<file path="config.mk">
export PLATFORM = sky130hd
export DESIGN_NAME = qubit_grid
export DESIGN_NICKNAME = d
export VERILOG_FILES = /design/src/rtl/qubit_grid_pkg.sv /design/src/rtl/qubit_grid_syndrome.sv /design/src/rtl/qubit_grid.sv
export SDC_FILE = /design/constraint.sdc
export NUM_CORES = 1
export LEC_CHECK = 0
export ABC_AREA = 1
export BUFFER_PORTS_ARGS = -buffer_cell sky130_fd_sc_hd__clkbuf_2
export CORE_ASPECT_RATIO = 0.7
export CORE_UTILIZATION = 41
export CTS_BUF_LIST = sky130_fd_sc_hd__clkbuf_8
export CTS_CLUSTER_SIZE = 16
export DETAILED_ROUTE_END_ITERATION = 6
export PLACE_DENSITY_LB_ADDON = 0.1
export SYNTH_ARGS = -nofsm -noshare
export SYNTH_HDL_FRONTEND = slang
export SYNTH_SLANG_ARGS = --single-unit
</file>
<file path="constraint.sdc">
create_clock -name clk -period 3.4 [get_ports clk]
set_input_delay 0.17 -clock clk [delete_from_list [all_inputs] [get_ports clk]]
set_output_delay 0.17 -clock clk [all_outputs]
set_load 0.01 [all_outputs]
</file>
<file path="src/rtl/qubit_grid_pkg.sv">
// rtl/qubit_grid_pkg.sv - shared constants and LFSR step for the qubit grid engine
package qubit_grid_pkg;

   // Register indices (addr[3:2])
   localparam logic [1:0] REG_ERRORS   = 2'd0;
   localparam logic [1:0] REG_SYNDROME = 2'd1;
   localparam logic [1:0] REG_NOISE    = 2'd2;
   localparam logic [1:0] REG_CMD      = 2'd3;

   // Command bit positions in a CMD write
   localparam int CMD_STEP    = 0;
   localparam int CMD_MEASURE = 1;
   localparam int CMD_CLEAR   = 2;

   // Noise LFSR
   localparam logic [15:0] LFSR_MASK = 16'hB400;
   localparam logic [15:0] LFSR_SEED = 16'hACE1;

   // Grid geometry: data qubits per side, plaquettes per side
   localparam int GRID_N = 4;
   localparam int PLAQ_N = 3;

   // Noise round FSM states
   localparam logic STATE_IDLE = 1'b0;
   localparam logic STATE_RUN  = 1'b1;

   // One Galois step: shift right, fold the mask in when bit0 falls out
   function automatic logic [15:0] lfsr_step(input logic [15:0] s);
      return s[0] ? ((s >> 1) ^ LFSR_MASK) : (s >> 1);
   endfunction

endpackage

</file>
<file path="src/rtl/qubit_grid_syndrome.sv">
// rtl/qubit_grid_syndrome.sv - combinational plaquette parity of the 4x4 error vector
module qubit_grid_syndrome
   import qubit_grid_pkg::*;
(
   input  logic [15:0] err,
   output logic [8:0]  syn
);

   // Each plaquette is the XOR of the four qubits at its corners
   for (genvar r = 0; r < PLAQ_N; r++) begin : g_row
      for (genvar c = 0; c < PLAQ_N; c++) begin : g_col
         assign syn[PLAQ_N*r + c] = err[GRID_N*r + c]     ^ err[GRID_N*r + c + 1] ^
                                    err[GRID_N*r + c + 4] ^ err[GRID_N*r + c + 5];
      end
   end

endmodule

</file>
<file path="src/rtl/qubit_grid.sv">
// rtl/qubit_grid.sv - memory-mapped X-error grid with noise rounds and syndrome latch
module qubit_grid
   import qubit_grid_pkg::*;
(
   input  logic        clk,
   input  logic        rst_n,
   input  logic        cs,
   input  logic        we,
   input  logic [3:0]  addr,
   input  logic [31:0] wdata,
   output logic [31:0] rdata
);

   logic        state;
   logic [3:0]  q;
   logic [15:0] err;
   logic [15:0] err_next;
   logic [8:0]  syn;
   logic [8:0]  syn_latch;
   logic [8:0]  p;
   logic [15:0] lfsr;
   logic [15:0] lfsr_adv;
   logic [15:0] round;
   logic [1:0]  idx;
   logic        busy;
   logic        wr, err_wr, noise_wr, cmd_wr;
   logic        step_go, clear_go, measure_go, seed_wr, flip;
   logic        unused_addr_bits;

   assign unused_addr_bits = ^addr[1:0];

   assign idx      = addr[3:2];
   assign wr       = cs && we;
   assign err_wr   = wr && (idx == REG_ERRORS);
   assign noise_wr = wr && (idx == REG_NOISE);
   assign cmd_wr   = wr && (idx == REG_CMD);
   assign busy     = (state == STATE_RUN);

   // STEP and CLEAR only act when idle; CLEAR wins over STEP in the same write
   assign step_go    = cmd_wr && wdata[CMD_STEP] && !wdata[CMD_CLEAR] && !busy;
   assign clear_go   = cmd_wr && wdata[CMD_CLEAR] && !busy;
   assign measure_go = cmd_wr && wdata[CMD_MEASURE];
   assign seed_wr    = noise_wr && (wdata[31:16] != 16'h0000);

   // Flip decision uses the freshly advanced value; P >= 256 always flips
   assign lfsr_adv = lfsr_step(lfsr);
   assign flip     = busy && ({1'b0, lfsr_adv[7:0]} < p);

   qubit_grid_syndrome u_syndrome (
      .err (err),
      .syn (syn)
   );

   // Host XOR and noise flip combine in one cycle; CLEAR can only occur when idle
   always_comb begin
      err_next = err;
      if (err_wr) begin
         err_next = err_next ^ wdata[15:0];
      end
      if (flip) begin
         err_next = err_next ^ (16'h0001 << q);
      end
      if (clear_go) begin
         err_next = 16'h0000;
      end
   end

   // Error vector register
   always_ff @(posedge clk or negedge rst_n) begin
      if (!rst_n) begin
         err <= 16'h0000;
      end else begin
         err <= err_next;
      end
   end

   // Noise probability and LFSR; a seed write overrides the round's advance
   always_ff @(posedge clk or negedge rst_n) begin
      if (!rst_n) begin
         p    <= 9'd0;
         lfsr <= LFSR_SEED;
      end else begin
         if (noise_wr) begin
            p <= wdata[8:0];
         end
         if (seed_wr) begin
            lfsr <= wdata[31:16];
         end else if (busy) begin
            lfsr <= lfsr_adv;
         end
      end
   end

   // MEASURE samples the syndrome of the pre-write error vector
   always_ff @(posedge clk or negedge rst_n) begin
      if (!rst_n) begin
         syn_latch <= 9'd0;
         round     <= 16'h0000;
      end else if (measure_go) begin
         syn_latch <= syn;
         round     <= round + 16'h0001;
      end
   end

   // Noise round: 16 RUN cycles, one qubit per cycle
   always_ff @(posedge clk or negedge rst_n) begin
      if (!rst_n) begin
         state <= STATE_IDLE;
         q     <= 4'd0;
      end else if (state == STATE_IDLE) begin
         if (step_go) begin
            state <= STATE_RUN;
            q     <= 4'd0;
         end
      end else begin
         q <= q + 4'd1;
         if (q == 4'd15) begin
            state <= STATE_IDLE;
         end
      end
   end

   // Combinational read mux, zero unless a read is in progress
   always_comb begin
      rdata = 32'h0000_0000;
      if (cs && !we) begin
         case (idx)
            REG_ERRORS:   rdata = {16'h0000, err};
            REG_SYNDROME: rdata = {23'd0, syn_latch};
            REG_NOISE:    rdata = {lfsr, 7'd0, p};
            REG_CMD:      rdata = {14'd0, busy, (syn_latch != 9'd0), round};
            default:      rdata = 32'h0000_0000;
         endcase
      end
   end

endmodule

</file>
Yosys cells after proc, flatten, opt, wreduce, memory -nomap -nowiden
Index checks and enable logic that the tools add are counted.
Storage, ports and cells
  flip-flop bits (word level): 71
  bits of input ports: 40
  output and inout port bits: 32
  word-level logic and storage cells: 79
Operators by class
  $add $sub $neg: 2
  magnitude comparators: 1
  equality and inequality tests: 4
  shift operators: 1
  mux-type cells: 13
  bitwise logic cells: 30
  reduce and logical (&&, ||, !) cells: 21
Operators with widths (number)
  $pmux 32 s4: 1
  $mux 16: 6
  $mux 32: 1
  $xor 16x16->16: 2
  $xor 1x1->1: 27
  $add 16x1->16 const B: 1
  $reduce_bool 16->1: 1
  $shl 1x4->16 const A: 1
  $logic_and 1x1->1: 13
  $lt 8x9->1: 1
  $reduce_bool 9->1: 1
  $mux 4: 2
  $add 4x1->4 const B: 1
  $eq 2x2->1 const B: 2
  $eq 4x4->1 const B: 1
  $not 3->4: 1
  $reduce_bool 2->1: 2
  $logic_not 1->1: 3
  $mux 1: 3
  $eq 2x1->1 const B: 1
  $logic_not 2->1: 1

Logic depth before layout (Yosys ltp)
  word-level depth: 7
  mapped depth: 12
  mapped depth without buffers: 11

Cells and area by module
Synthesis repeated with hierarchy kept, for this count alone.
Unflattened totals
  cells, all modules: 810
  area, all modules: 5191.2 sq um
Modules (own cells, without submodules)
  qubit_grid: instances 1, cells each 707, area each 4774.6 sq um, sequential area each 1786.7 sq um
  qubit_grid_syndrome: instances 1, cells each 103, area each 416.6 sq um, sequential area each 0.0 sq um

Least setup slack after synthesis
No wires, ideal clock.
  path type: register -> register
  start: register lfsr[7]
  end: register err[12]
  library setup time: 0.117 ns
  data arrival time: 1.572 ns
  data required time: 3.283 ns
  slack: 1.711 ns
  stages on the path, launching flop included: 9
  path buffers: 1
  period minus slack after synthesis: 1.689 ns
  cells stage by stage: dfstp_2 ha_1 nand2_1 nand2_1 a21oi_2 buf_2 nand4_1 nor2_1 nor2_1
Between the ends
  cells in the longest elaborated chain, start to end: 5
RTL lines
  from (decl): line qubit_grid.sv:21  | logic [15:0] lfsr;
  from (signal assigned): line qubit_grid.sv:87  | lfsr <= wdata[31:16];
  from (signal assigned): line qubit_grid.sv:89  | lfsr <= lfsr_adv;
  $mux 16: line qubit_grid_pkg.sv:29  | return s[0] ? ((s >> 1) ^ LFSR_MASK) : (s >> 1);
  $lt 8x9->1: line qubit_grid.sv:47  | assign flip = busy && ({1'b0, lfsr_adv[7:0]} < p);
  $logic_and 1x1->1: line qubit_grid.sv:47
  $mux 16: line qubit_grid.sv:60  | if (flip) begin
  $mux 16: line qubit_grid.sv:63  | if (clear_go) begin
  named net err_next[12]: line qubit_grid.sv:17  | logic [15:0] err_next;
  to (signal assigned): line qubit_grid.sv:73  | err <= err_next;
  to (decl): line qubit_grid.sv:16  | logic [15:0] err;
The timed path passes the listed nets, and every way through them passes these cells.
A chain may end at the register's enable or synchronous reset.

Worst setup path after layout
  start: register p[6]
  end: register err[10]
Between the ends
  cells in the longest elaborated chain, start to end: 4
RTL lines
  from (decl): line qubit_grid.sv:20  | logic [8:0] p;
  from (signal assigned): line qubit_grid.sv:84  | p <= wdata[8:0];
  $lt 8x9->1: line qubit_grid.sv:47
  $logic_and 1x1->1: line qubit_grid.sv:47
  $mux 16: line qubit_grid.sv:60
  $mux 16: line qubit_grid.sv:63
  named net err_next[10]: line qubit_grid.sv:17
The timed path passes the listed nets, and every way through them passes these cells.

==> results.cfg <==
[clock_network]
cts_root_buf = clkbuf_8
cts_tree = yes
insertion_delay_ns = 0.35
cts_setup_buffers = 0
clock_path_buffers = 2
htree_levels = 3
holdBufCountCts = 0
cts_buffers = 9
cts_sinks = 71
cts_resized = 0
clkSlewWorstSetupHoldPaths_ns = 0.08

[placement]
place.gp.congestion = 0.920
port_buffers = 69
dp_hpwl_mm = 10.1

[layout]
area_delta_synth_final_pct = 12.9
final_layout_size_suffix_gt1_share_pct = 15.4
final_nets = 784

[critical_path]
worstPathMaxFanout = 15
r2r-start = p[6]
worstPathRequired_ns = 3.68
max_stage_delay_ns = 0.55
end_kind = register
r2r_cells = 9
crit_path_cell_trace = inv_1, ha_1, nand2_1, nand2_1, a21oi_2, nand4_1, nand2_1, nand2_1, nor2_1
cp.arrival_ns = 2.52
timing.rr.end = err[10]
cpMostUsedCell = nand2_1
critPathLaunchType = register
cpMaxStageDelayCell = a21oi_2
crit_type = register to register
rrSetupSlack_ns = 1.16

[routing]
ant_nets = 0
drc = 0
via_per_inst = 5.17
drtPass1Iterations = 5
post_drt_wl_per_cell_um = 15.0
routed_wl_mm = 13.3
drt_iter0_markers = 259
num_vias = 4597

[synth]
yosysWarnings = 0
avgSynthCellArea_um2 = 7.16
syn_area_mm2 = 0.00484
syn_nets = 730
synthCells = 676
yosysSeqAreaShare_pct = 36.9
synth.distinct_cells = 32
ys_seq_elements = 71

[floorplanning]
die_w_um = 132
pin_count = 72
rows = 32
die_h_um = 92.9
die_area_mm2 = 0.0123
coreArea_mm2 = 0.0113
start_util_pct = 43.0

[sta]
tightest_slew_ns = 1.10
finalSetupViolations = 0
finClkSkew_ns = 0.0123
rsz0062_at_grt = false
clock.fmax_ghz = 0.447
fin_crit_ns = 2.24
finalMaxSlewViolations = 0
slew_headroom_pct = 26.5
finalHoldViolCount = 0
fin_crit_sh_pct = 65.9
setup_tns_ns = 0

[power_and_ir_drop]
totalPowerFinal_mw = 3.91
ir_drop_v = 0.000377
power_leakage_nw = 2.66
p_per_area_mw_per_mm2 = 714

[global_routing]
grt_pass1_wl_mm = 22.2
grt_pass1_vias = 4267
antenna_found_initial = 2
grt_use_total_pct = 23.3
overflow = 0
grt_max_degree = 72

[run]
maxCapViolations = 0

[outcome]
status = completed

[hold_path]
holdCritPathClass = input port to async pin
## final cells by class
type,count,area (µm²)
timing repair buffer,74,383
inverter,70,263
antenna,2,5.00
sequential,71,1790
fill,1127,5780
clock inverter,3,16.3
clock buffer,13,179
tap,153,191
multi-input combinational,504,2640
## worst max path at each step
stage | to | cells after the start | slack [ns] | start
final | err[10] | 9 | 1.16 | p[6]
after global routing | err[10] | 9 | 0.95 | p[6]
after CTS | err[10] | 9 | 1.19 | p[6]
after detailed placement | err[13] | 9 | 1.22 | p[6]
after global placement | err[10] | 9 | 1.28 | p[6]
after floorplan | err[12] | 8 | 1.71 | lfsr[7]
## logic make-up after synthesis
kind of cell,after synthesis,share of synthesized area (%)
mux,1,0.232
buf+inv,101,8.55
simple gates,374,34.3
xor+xnor,47,8.50
compound gates,68,7.96
fa+ha+maj,14,3.62
flops,71,36.9
## metrics by stage
| step | utilization [%] | setup WS, ns | hold slack [ns] | instance area [µm²] | cells |
|---|---|---|---|---|---|
| after floorplan | - | 1.71 | -0.126 | 4840 | 676 |
| after CTS | 48.5 | 1.19 | 0.0343 | 5460 | 888 |
| final | 48.6 | 1.16 | 0.0312 | 5470 | 890 |
| after global placement | 46.8 | 1.28 | 0.400 | 5270 | 872 |
| after global routing | 48.5 | 0.954 | 0.0325 | 5460 | 888 |
| after detailed placement | 46.8 | 1.22 | 0.412 | 5270 | 872 |
## layout by cell type, fill, tap and decap left out, types with 3 or more instances in the layout
| cell | netlist | final |
|---|---|---|
| a21oi_1 | 22 | 22 |
| a221oi_1 | 9 | 9 |
| buf_4 | 3 | 5 |
| clkbuf_2 | 0 | 68 |
| clkbuf_8 | 0 | 13 |
| dfrtp_1 | 63 | 63 |
| dfstp_2 | 8 | 8 |
| ha_1 | 14 | 14 |
| inv_1 | 66 | 67 |
| nand2_1 | 168 | 168 |
| nand2_2 | 3 | 3 |
| nand3_1 | 63 | 63 |
| nand3b_1 | 3 | 3 |
| nand4_1 | 28 | 28 |
| nor2_1 | 82 | 82 |
| nor2_4 | 5 | 5 |
| nor3_1 | 18 | 18 |
| o21ai_0 | 32 | 32 |
| xnor2_1 | 32 | 32 |
| xor2_1 | 15 | 15 |
## worst max-delay path, delay by kind of cell, from the launching register on
family | cells | cell delay [ns]
compound gates | 1 | 0.55
fa+ha+maj | 1 | 0.33
buf+inv | 1 | 0.08
flops | 1 | 0.44
simple gates | 6 | 0.76
## routing by layer
| layer | vias to the layer above | track usage (%) | routed length [µm] | part of all wire, % |
|---|---|---|---|---|
| met5 | - | 0 | 0 | 0 |
| met4 | 0 | 4.84 | 99 | 0.74 |
| met3 | 11 | 5.36 | 883 | 6.6 |
| met2 | 132 | 33.6 | 5500 | 41 |
| met1 | 2152 | 34.8 | 6860 | 51 |
| li1 | 2302 | - | - | - |
## synth_stat cells
cell type,number,area (µm²)
nand2_4,2,22.5
dfstp_2,8,210
mux2_2,1,11.3
nand2_1,168,631
o22ai_1,2,12.5
inv_2,2,7.51
o31ai_1,1,7.51
nor3_2,1,10.0
nand3_2,1,10.0
a221oi_1,9,78.8
buf_1,1,3.75
nand3b_1,3,22.5
o21ai_0,32,160
nor2_4,5,56.3
buf_2,13,65.1
nor3_1,18,90.1
nand2_2,3,18.8
nand3_1,63,315
nand4_1,28,175
xnor2_1,32,280
nor2_1,82,308
a21oi_1,22,110
inv_1,66,248
clkinv_1,2,7.51
xor2_1,15,131
dfrtp_1,63,1580
a21oi_2,1,8.76
o21a_1,1,7.51
ha_1,14,175
buf_4,3,22.5
buf_6,1,11.3
clkbuf_1,13,48.8
## state kept, by name, summed over array words and instances (netlist names)
name	cells
busy	1
p	9
err	16
syn_latch	9
lfsr	16
q	4
round	16
## where the power goes
part | switching [mW] | internal, mW | total [mW]
Sequential | 0.371 | 1.18 | 1.55
Combinational | 0.979 | 0.709 | 1.69
Clock | 0.327 | 0.341 | 0.668
Note: power is estimated with default switching activity, not from simulation.
